`src/rtl/alu_seq.sv`:
```
`default_nettype none
// ============================================================================
// Module      : alu_seq
// Description : Registered ALU: single-cycle logic/arith ops, 32-cycle MUL.
// Revision    : 1.0 - initial release
// ============================================================================
module alu_seq (
    input  logic        clk,
    input  logic        rst_n,
    input  logic        start,
    input  logic [2:0]  op,
    input  logic [31:0] a,
    input  logic [31:0] b,
    output logic [31:0] result,
    output logic        zero,
    output logic        busy,
    output logic        done
);

    localparam logic [2:0] c_op_and = 3'b000;
    localparam logic [2:0] c_op_or  = 3'b001;
    localparam logic [2:0] c_op_add = 3'b010;
    localparam logic [2:0] c_op_mul = 3'b011;
    localparam logic [2:0] c_op_sub = 3'b110;
    localparam logic [2:0] c_op_slt = 3'b111;
    localparam logic [5:0] c_last_iter = 6'd31;

    typedef enum logic [0:0] {
        S_IDLE = 1'b0,
        S_MUL  = 1'b1
    } state_t;

    state_t      r_state;
    logic [31:0] r_result;
    logic        r_zero;
    logic        r_busy;
    logic        r_done;
    logic [31:0] r_mcand;
    logic [31:0] r_mplier;
    logic [31:0] r_pp;
    logic [5:0]  r_cnt;

    logic [31:0] w_or;
    logic [31:0] w_alu;
    logic [31:0] w_pp_next;

    assign w_or = a | b;

    always_comb begin
        w_alu = 32'd0;
        case (op)
            c_op_and: w_alu = a & b;
            c_op_or:  w_alu = w_or;
            c_op_add: w_alu = a + b;
            c_op_sub: w_alu = a - b;
            c_op_slt: w_alu = {31'd0, ($signed(a) < $signed(b))};
            default:  w_alu = 32'd0;
        endcase
    end

    // Multiplicand is pre-shifted each iteration, so the add is always aligned.
    assign w_pp_next = r_pp + (r_mplier[0] ? r_mcand : 32'd0);

    always_ff @(posedge clk) begin
        if (!rst_n) begin
            r_state  <= S_IDLE;
            r_result <= 32'd0;
            r_zero   <= 1'b1;
            r_busy   <= 1'b0;
            r_done   <= 1'b0;
            r_mcand  <= 32'd0;
            r_mplier <= 32'd0;
            r_pp     <= 32'd0;
            r_cnt    <= 6'd0;
        end else begin
            r_done <= 1'b0;
            case (r_state)
                S_IDLE: begin
                    if (start) begin
                        if (op == c_op_mul) begin
                            r_mcand  <= a;
                            r_mplier <= b;
                            r_pp     <= 32'd0;
                            r_cnt    <= 6'd0;
                            r_busy   <= 1'b1;
                            r_state  <= S_MUL;
                        end else begin
                            r_result <= w_alu;
                            r_zero   <= (w_alu == 32'd0);
                            r_done   <= 1'b1;
                        end
                    end
                end
                S_MUL: begin
                    r_pp     <= w_pp_next;
                    r_mcand  <= r_mcand << 1;
                    r_mplier <= r_mplier >> 1;
                    r_cnt    <= r_cnt + 6'd1;
                    if (r_cnt == c_last_iter) begin
                        r_result <= w_pp_next;
                        r_zero   <= (w_pp_next == 32'd0);
                        r_busy   <= 1'b0;
                        r_done   <= 1'b1;
                        r_state  <= S_IDLE;
                    end
                end
                default: begin
                    r_state <= S_IDLE;
                    r_busy  <= 1'b0;
                end
            endcase
        end
    end

    assign result = r_result;
    assign zero   = r_zero;
    assign busy   = r_busy;
    assign done   = r_done;

endmodule
`default_nettype wire

```
`config.mk`:
```
export PLATFORM = sky130hd
export DESIGN_NAME = alu_seq
export DESIGN_NICKNAME = d
export VERILOG_FILES = /design/src/rtl/alu_seq.sv
export SDC_FILE = /design/constraint.sdc
export NUM_CORES = 1
export LEC_CHECK = 0
export ABC_AREA = 1
export CORE_ASPECT_RATIO = 1.2
export CORE_MARGIN = 5
export CORE_UTILIZATION = 30
export DETAILED_ROUTE_END_ITERATION = 6
export DONT_BUFFER_PORTS = 1
export GPL_TIMING_DRIVEN = 1
export HOLD_SLACK_MARGIN = 0.03
export MAX_ROUTING_LAYER = met4
export PLACE_DENSITY_LB_ADDON = 0.3
export SLEW_MARGIN = 40
export SYNTH_ARGS = -nofsm -noshare
export SYNTH_HDL_FRONTEND = slang
export SYNTH_SLANG_ARGS = --single-unit
```
`constraint.sdc`:
```
create_clock -name clk -period 2.44 [get_ports clk]
set_clock_uncertainty 0.15 [all_clocks]
set_input_delay 0.244 -clock clk [delete_from_list [all_inputs] [get_ports clk]]
set_output_delay 0.244 -clock clk [all_outputs]
set_load 0.01 [all_outputs]
```
==> results of run 1 <==
## Yosys cell counts, types with 3 or more instances
| library cell | n |
|---|---|
| sky130_fd_sc_hd__nand2_1 | 767 |
| sky130_fd_sc_hd__inv_1 | 402 |
| sky130_fd_sc_hd__nor2_1 | 199 |
| sky130_fd_sc_hd__nand3_1 | 157 |
| sky130_fd_sc_hd__a21oi_1 | 146 |
| sky130_fd_sc_hd__dfxtp_1 | 138 |
| sky130_fd_sc_hd__ha_1 | 131 |
| sky130_fd_sc_hd__o21ai_0 | 124 |
| sky130_fd_sc_hd__a31oi_1 | 52 |
| sky130_fd_sc_hd__clkbuf_1 | 41 |
| sky130_fd_sc_hd__a211oi_1 | 30 |
| sky130_fd_sc_hd__nand4_1 | 29 |
| sky130_fd_sc_hd__o22ai_1 | 26 |
| sky130_fd_sc_hd__nand3b_1 | 19 |
| sky130_fd_sc_hd__buf_2 | 16 |
| sky130_fd_sc_hd__nor2_2 | 15 |
| sky130_fd_sc_hd__buf_6 | 14 |
| sky130_fd_sc_hd__nor3_1 | 12 |
| sky130_fd_sc_hd__buf_1 | 11 |
| sky130_fd_sc_hd__or2_2 | 10 |
| sky130_fd_sc_hd__xnor2_1 | 9 |
| sky130_fd_sc_hd__nand2_2 | 8 |
| sky130_fd_sc_hd__and2_1 | 7 |
| sky130_fd_sc_hd__buf_4 | 7 |
| sky130_fd_sc_hd__xor2_1 | 7 |
| sky130_fd_sc_hd__a22oi_1 | 6 |
| sky130_fd_sc_hd__nand3_2 | 6 |
| sky130_fd_sc_hd__o21bai_1 | 6 |
| sky130_fd_sc_hd__inv_2 | 5 |
| sky130_fd_sc_hd__nor3_2 | 5 |
| sky130_fd_sc_hd__o21a_1 | 5 |
| sky130_fd_sc_hd__fa_1 | 3 |
| sky130_fd_sc_hd__o21ai_1 | 3 |
## per-stage QoR
stage / TNS [ns] / std cells
after floorplan: -0.0307 / 2435
after global placement: -10.57 / 3392
after detailed placement: -11.60 / 3392
after CTS: -5.32 / 3543
after global routing: -9.70 / 3548
final: -5.96 / 3548
## kinds of logic (layout without fill, tap and decap cells)
logic type / after synthesis / after routing / synth area share, %
buf+inv: 500 / 990 / 14.4
fa+ha+maj: 134 / 134 / 12.0
xor+xnor: 16 / 16 / 0.992
simple gates: 1242 / 1242 / 37.0
compound gates: 405 / 405 / 16.1
flops: 138 / 138 / 19.6
## registers in the layout, indices dropped and copies added, names as in the netlist
register,cells
r_mcand,32
r_mplier,32
r_pp,32
result,32
r_cnt,6
busy,1
done,1
r_state,1
zero,1
## per-layer routing
metal / part of all wire, % / vias up / global-route usage [%] / routed length [um]
li1: - / 8706 / - / -
met1: 42 / 8216 / 29.0 / 26800
met2: 51 / 421 / 45.0 / 32800
met3: 3.8 / 98 / 2.06 / 2470
met4: 3.3 / 0 / 8.37 / 2150
met5: 0 / - / - / 0
## power groups by stage
stage	combinational (mW)	sequential (mW)	clock (mW)
2_1_floorplan	1.34	2.48	0
3_3_place_gp	2.37	2.51	0
3_5_place_dp	2.38	2.51	0
4_1_cts	2.56	2.46	2.75
5_1_grt	2.85	2.47	2.83
6_report	2.59	2.46	2.70
## worst max-delay path by stage
stage,startpoint,end,slack (ns),depth (start not counted)
after floorplan,r_mplier[0],zero,-0.03,21
after global placement,r_mplier[0],zero,-0.60,17
after detailed placement,r_mplier[0],zero,-0.66,20
after CTS,r_mplier[0],zero,-0.47,20
after global routing,r_mplier[0],zero,-0.72,20
final,r_mplier[0],zero,-0.51,19
## what timing repair did
item	4_1_cts	5_1_grt
setup buffers	17	5
pin swaps	28	45
endpoints found under the hold margin	100	0
hold buffers	102	0
resized for setup	156	93
endpoints found under the setup margin	39	49
## area by class of cell
cell class	count	area (um2)	share of cell area, %
clock buffers	18	429	2.08
clock inverters	14	143	0.692
inverters	409	1540	7.45
multi-input cells	1797	10400	50.6
flip-flops and latches	138	2770	13.4
well taps	623	779	3.78
repair buffers	549	4530	22.0
## worst max-delay path, delay by kind of cell, from the launching register on
family | cells | cell delay [ns]
fa+ha+maj | 1 | 0.30
buf+inv | 4 | 0.49
simple gates | 14 | 1.62
flops | 1 | 0.34
==> impl_metrics.py, run 1 <==
metrics = {
    "pwr": {
        "sequentialPowerShare_pct": 31.7,
        "share_clk_of_total_power_pct": 34.8,
        "power.total_mw": 7.75,
        "internal_cell_power_mw": 4.83,
        "p_sw_mw": 2.92,
        "vdd.ir_drop.worst_mv": 0.449,
        "total_leakage_power_nw": 10.5,
        "switching_share_of_total_power_pct": 37.6,
        "comb_power_share_pct": 33.5,
        "cellPowerDensity_nw_per_um2": 376,
    },
    "detailed_routing": {
        "detailedRoute.firstIterationViolations": 1273,
        "route.detailed.wl_per_inst_um": 18.1,
        "drc": 0,
        "vias": 17441,
        "route.detailed.vias_per_inst": 4.92,
        "detailedRoute.firstPassIterationCount": 6,
        "drt.antenna.violating_nets": 0,
        "routed_wl_um": 64200,
    },
    "floorplanning": {
        "die_height_um": 248,
        "initial_utilization_pct": 30.2,
        "io_pins": 105,
        "rows": 87,
        "floorplan.core_area_um2": 46800,
        "die_width_um": 208,
        "floorplan.die_area_um2": 51500,
    },
    "worst_setup_path": {
        "critPathRequiredTime_ns": 2.70,
        "worstReg2RegEnd": "zero",
        "critical_path.startpoint_type": "register",
        "worst-r2r-cell-count": 19,
        "worstReg2RegStart": "r_mplier[0]",
        "crit_slowest_cell": "sky130_fd_sc_hd__dfxtp_2",
        "cp_common_cell": "sky130_fd_sc_hd__nand2_1",
        "timing.critical_path.slowest_cell_delay_ns": 0.34,
        "setup.worst_path.end_class": "register",
        "crit_chain": "buf_12 > buf_6 > nand2_1 > inv_1 > ha_4 > nand2_1 > buf_4 > nor2_4 > and2_4 > nand4_1 > nand4_1 > nand2_2 > nor2_1 > nand4_1 > nor2_1 > nand3_1 > nand2_1 > nand2_1 > nand2_1",
        "path_class": "reg -> reg",
        "worstPathMaxFanout": 9,
        "worst-endpoint-arrival_ns": 3.22,
        "r2r_setup_slack_ns": -0.51,
    },
    "sta": {
        "hold_violations": 0,
        "setup_failing_eps_final": 29,
        "maxSlewViolCount": 0,
        "timing_worst_slew_pin_value_ns": 0.489,
        "period_share_pct": 121,
        "rsz_0062_raised_after_global_routing": "yes",
        "timing.final.ws_setup_ns": -0.515,
        "relSlewSlack_pct": 67.2,
        "achievable-frequency_ghz": 0.338,
        "finalHoldWorstSlack_ns": 0.199,
        "min_period_ns": 2.95,
    },
    "finish": {
        "count_of_antenna_diodes_in_the_layout": 0,
        "fillers": 4977,
        "design_area_um2": 20600,
        "mostFrequentLayoutCell": "sky130_fd_sc_hd__nand2_1",
        "area_growth_syn_to_layout_pct": 45.8,
        "most_frequent_cells_in_the_layout": "sky130_fd_sc_hd__nand2_1, sky130_fd_sc_hd__buf_4, sky130_fd_sc_hd__inv_1",
        "finish.net_count": 3116,
        "post_route_cells_drive_above_1_share_pct": 24.8,
        "fin_util_pct": 44.0,
    },
    "min_path": {
        "endpoint_of_the_worst_hold_timing_path": "r_mcand[0]",
        "count_of_cells_along_the_worst_hold_path": 5,
        "timing.hold.worst.start": "start",
        "hp-class": "in -> reg",
    },
    "yosys": {
        "synth_seq_cells": 138,
        "synth_edf_count": 0,
        "ys_async_sr_fraction_pct": 0,
        "syn-instance-count": 2435,
        "yosysSeqAreaShare_pct": 19.6,
        "synth_warnings": 0,
        "synth_cell_types": 46,
        "most_used_flip_flop_cell_after_synthesis": "sky130_fd_sc_hd__dfxtp_1",
        "synth_top_area_share_pct": 20.4,
        "postSynthNetCount": 2639,
        "ys_top_cells_by_area": "sky130_fd_sc_hd__nand2_1, sky130_fd_sc_hd__dfxtp_1, sky130_fd_sc_hd__ha_1, sky130_fd_sc_hd__inv_1, sky130_fd_sc_hd__nand3_1",
        "synth_area_um2": 14100,
        "yosys.area.top_type": "sky130_fd_sc_hd__nand2_1",
        "post_synth.cell_area_avg_um2": 5.80,
    },
    "placement": {
        "portBuffers": 0,
        "globalplace.congestion": 1.00,
        "dpl_cell_area_um2": 17800,
        "detailedPlace.worstSlack_ns": -0.657,
        "hpwlAfterDp_um": 50400,
    },
    "grt": {
        "wire_length_of_the_first_global_routing_pass_um": 97200,
        "pin_count_of_the_biggest_net_entering_global_routing": 71,
        "grt_use_total_pct": 24.8,
        "grt_antenna_before_repair": 2,
        "first_global_vias": 17155,
        "overflow": 0,
    },
    "clock_network": {
        "number_of_buffers_created_by_cts": 17,
        "numClockSinks": 138,
        "tritoncts": "built",
        "ctsLongestPathBuffers": 2,
        "cts.clk_slew.worst_paths_ns": 0.08,
        "ctsHtreeMaxLevel": 4,
        "cts-root-buf": "sky130_fd_sc_hd__clkbuf_16",
        "clk-insertion-delay-late_ns": 0.48,
    },
    "flow_run": {
        "max_cap_viol_count": 0,
    },
    "status": {
        "run_status": "finished with violations",
        "violations": "negative setup slack",
    },
}
(Power assumes the default switching activity.)
==> run 2: changes to the inputs <==
--- a/config.mk
+++ b/config.mk
@@ -15,6 +15,7 @@
 export HOLD_SLACK_MARGIN = 0.03
 export MAX_ROUTING_LAYER = met4
 export PLACE_DENSITY_LB_ADDON = 0.3
+export SETUP_SLACK_MARGIN = 0.05
 export SLEW_MARGIN = 40
 export SYNTH_ARGS = -nofsm -noshare
 export SYNTH_HDL_FRONTEND = slang
==> run 2 against run 1 <==
The run ends with negative hold slack, negative setup slack left. Fmax up 0.82%. Utilization down 0.35 points. Global-route usage down 0.20 points. Sequential power about the same. Cell count up 0.23%. Clock power up 6%. Clock-buffer cell count unchanged. Die area unchanged. Sequential share of layout area up 0.11 points. Largest cell class unchanged.
==> impl_metrics.py, run 2 (same netlist as run 1, synthesis figures left out) <==
metrics = {
    "worst_setup_path": {
        "worstReg2RegEnd": "zero",
        "path_class": "reg -> reg",
        "critPathRequiredTime_ns": 2.70,
        "setup.worst_path.end_class": "register",
        "worstPathMaxFanout": 22,
        "worst-endpoint-arrival_ns": 3.19,
        "critical_path.startpoint_type": "register",
        "worst-r2r-cell-count": 21,
        "r2r_setup_slack_ns": -0.49,
        "worstReg2RegStart": "r_mplier[0]",
        "cp-startpoint": "r_mplier[0]",
        "setup.worst_path.end": "zero",
    },
    "detailed_routing": {
        "detailedRoute.firstIterationViolations": 1141,
        "detailedRoute.firstPassIterationCount": 5,
        "vias": 17327,
        "routed_wl_um": 63500,
        "route.detailed.wl_per_inst_um": 17.9,
        "route.detailed.vias_per_inst": 4.87,
        "drc": 0,
        "drt.antenna.violating_nets": 0,
    },
    "floorplanning": {
        "die_width_um": 208,
        "initial_utilization_pct": 30.2,
        "floorplan.core_area_um2": 46800,
        "io_pins": 105,
        "floorplan.die_area_um2": 51500,
        "die_height_um": 248,
        "rows": 87,
    },
    "finish": {
        "fillers": 4925,
        "area_growth_syn_to_layout_pct": 44.7,
        "finish.net_count": 3125,
        "most_frequent_cells_in_the_layout": "sky130_fd_sc_hd__nand2_1, sky130_fd_sc_hd__buf_4, sky130_fd_sc_hd__inv_1",
        "count_of_antenna_diodes_in_the_layout": 0,
        "mostFrequentLayoutCell": "sky130_fd_sc_hd__nand2_1",
        "multiInputGateArea_um2": 10200,
        "post_route_cells_drive_above_1_share_pct": 24.2,
        "register_area_um2": 2770,
    },
    "status": {
        "run_status": "finished with violations",
        "violations": "negative hold slack, negative setup slack",
    },
    "clock_network": {
        "clk-insertion-delay-late_ns": 0.47,
        "numClockSinks": 138,
        "number_of_buffers_created_by_cts": 17,
        "tritoncts": "built",
        "cts-root-buf": "sky130_fd_sc_hd__clkbuf_16",
        "cts.clk_slew.worst_paths_ns": 0.07,
        "cts.hold.buffers_added": 97,
        "ctsLongestPathBuffers": 2,
        "ctsHtreeMaxLevel": 4,
    },
    "pwr": {
        "cellPowerDensity_nw_per_um2": 388,
        "vdd.ir_drop.worst_mv": 0.449,
        "total_leakage_power_nw": 10.5,
    },
    "sta": {
        "rsz_0062_raised_after_global_routing": "yes",
        "setup_failing_eps_final": 30,
        "timing.final.ws_setup_ns": -0.491,
        "timing_worst_slew_pin_value_ns": 0.601,
        "finalHoldWorstSlack_ns": -0.230,
        "min_period_ns": 2.93,
        "period_share_pct": 120,
        "achievable-frequency_ghz": 0.341,
        "maxSlewViolCount": 0,
        "hold_violations": 33,
        "relSlewSlack_pct": 59.7,
    },
    "grt": {
        "pin_count_of_the_biggest_net_entering_global_routing": 68,
        "grt_use_total_pct": 24.6,
        "grt_antenna_before_repair": 0,
        "first_global_vias": 17162,
        "overflow": 0,
        "wire_length_of_the_first_global_routing_pass_um": 96300,
    },
    "placement": {
        "portBuffers": 0,
        "hpwlAfterDp_um": 50700,
        "detailedPlace.worstSlack_ns": -0.605,
        "globalplace.congestion": 1.04,
    },
    "min_path": {
        "hp-class": "in -> reg",
    },
    "flow_run": {
        "max_cap_viol_count": 0,
    },
}
run 2: through the flow:
stage	setup TNS, ns	cell area, um2	utilization (%)	std cells	power [mW]
after floorplan	-0.0131	14200	-	2435	3.82
after global placement	-10.69	18000	38.5	3422	4.93
after detailed placement	-10.76	18000	38.5	3422	4.95
after CTS	-4.37	20200	43.1	3554	7.95
after global routing	-9.19	20400	43.7	3556	8.32
final	-4.98	20400	43.7	3556	7.93
run 2: cell type report:
class	instances	area share [%]
multi-input cells	1797	49.9
repair buffers	558	22.2
flip-flops and latches	138	13.5
inverters	409	7.52
well taps	623	3.81
clock buffers	18	2.15
clock inverters	13	0.820
run 2: critical path, stage by stage (launching register included):
cell                       delay (ns)
sky130_fd_sc_hd__dfxtp_2         0.34
sky130_fd_sc_hd__buf_12          0.15
sky130_fd_sc_hd__nand2_4         0.07
sky130_fd_sc_hd__inv_4           0.03
sky130_fd_sc_hd__ha_4            0.16
sky130_fd_sc_hd__fa_2            0.38
sky130_fd_sc_hd__nand2_2         0.10
sky130_fd_sc_hd__nand2_4         0.06
sky130_fd_sc_hd__nand3b_1        0.11
sky130_fd_sc_hd__nand2_2         0.10
sky130_fd_sc_hd__nand3_2         0.09
sky130_fd_sc_hd__nand2_4         0.07
sky130_fd_sc_hd__or2_1           0.24
sky130_fd_sc_hd__nand2_1         0.06
sky130_fd_sc_hd__nand2_1         0.06
sky130_fd_sc_hd__nor2_2          0.11
sky130_fd_sc_hd__nand4_1         0.13
sky130_fd_sc_hd__nor2_1          0.13
sky130_fd_sc_hd__nand3_1         0.11
sky130_fd_sc_hd__nand2_1         0.09
sky130_fd_sc_hd__nand2_1         0.05
sky130_fd_sc_hd__nand2_1         0.05
run 2: what timing repair did:
item	in CTS	in global routing
setup endpoints to repair	45	53
buffers inserted	4	2
gates resized for setup	122	73
pin swaps	32	18
hold endpoints to repair	100	33
run 2: how the worst min path moves through the flow:
stage,startpoint,endpoint,slack [ns],cells after the start
final,rst_n,result[18],-0.23,2
after global routing,rst_n,result[18],-0.25,2
after CTS,rst_n,result[14],-0.26,2
after detailed placement,rst_n,result[14],0.25,2
after global placement,b[31],r_mplier[31],0.25,2
after floorplan,a[0],r_mcand[0],0.24,2
run 2: where the power goes:
| group | switching, mW | leakage (nW) | total (mW) | internal [mW] |
|---|---|---|---|---|
| clock | 1.21 | 0.293 | 2.85 | 1.64 |
| sequential | 0.0994 | 1.12 | 2.46 | 2.36 |
| combinational | 1.48 | 9.05 | 2.62 | 1.14 |
run 2: per-layer routing:
layer | up-vias | track usage (%) | wire (um) | part of all wire (%)
met1 | 8068 | 28.1 | 26400 | 42
met2 | 428 | 44.4 | 31900 | 50
met5 | - | - | 0 | 0
met4 | 0 | 9.20 | 2550 | 4.0
li1 | 8710 | - | - | -
met3 | 121 | 2.73 | 2620 | 4.1
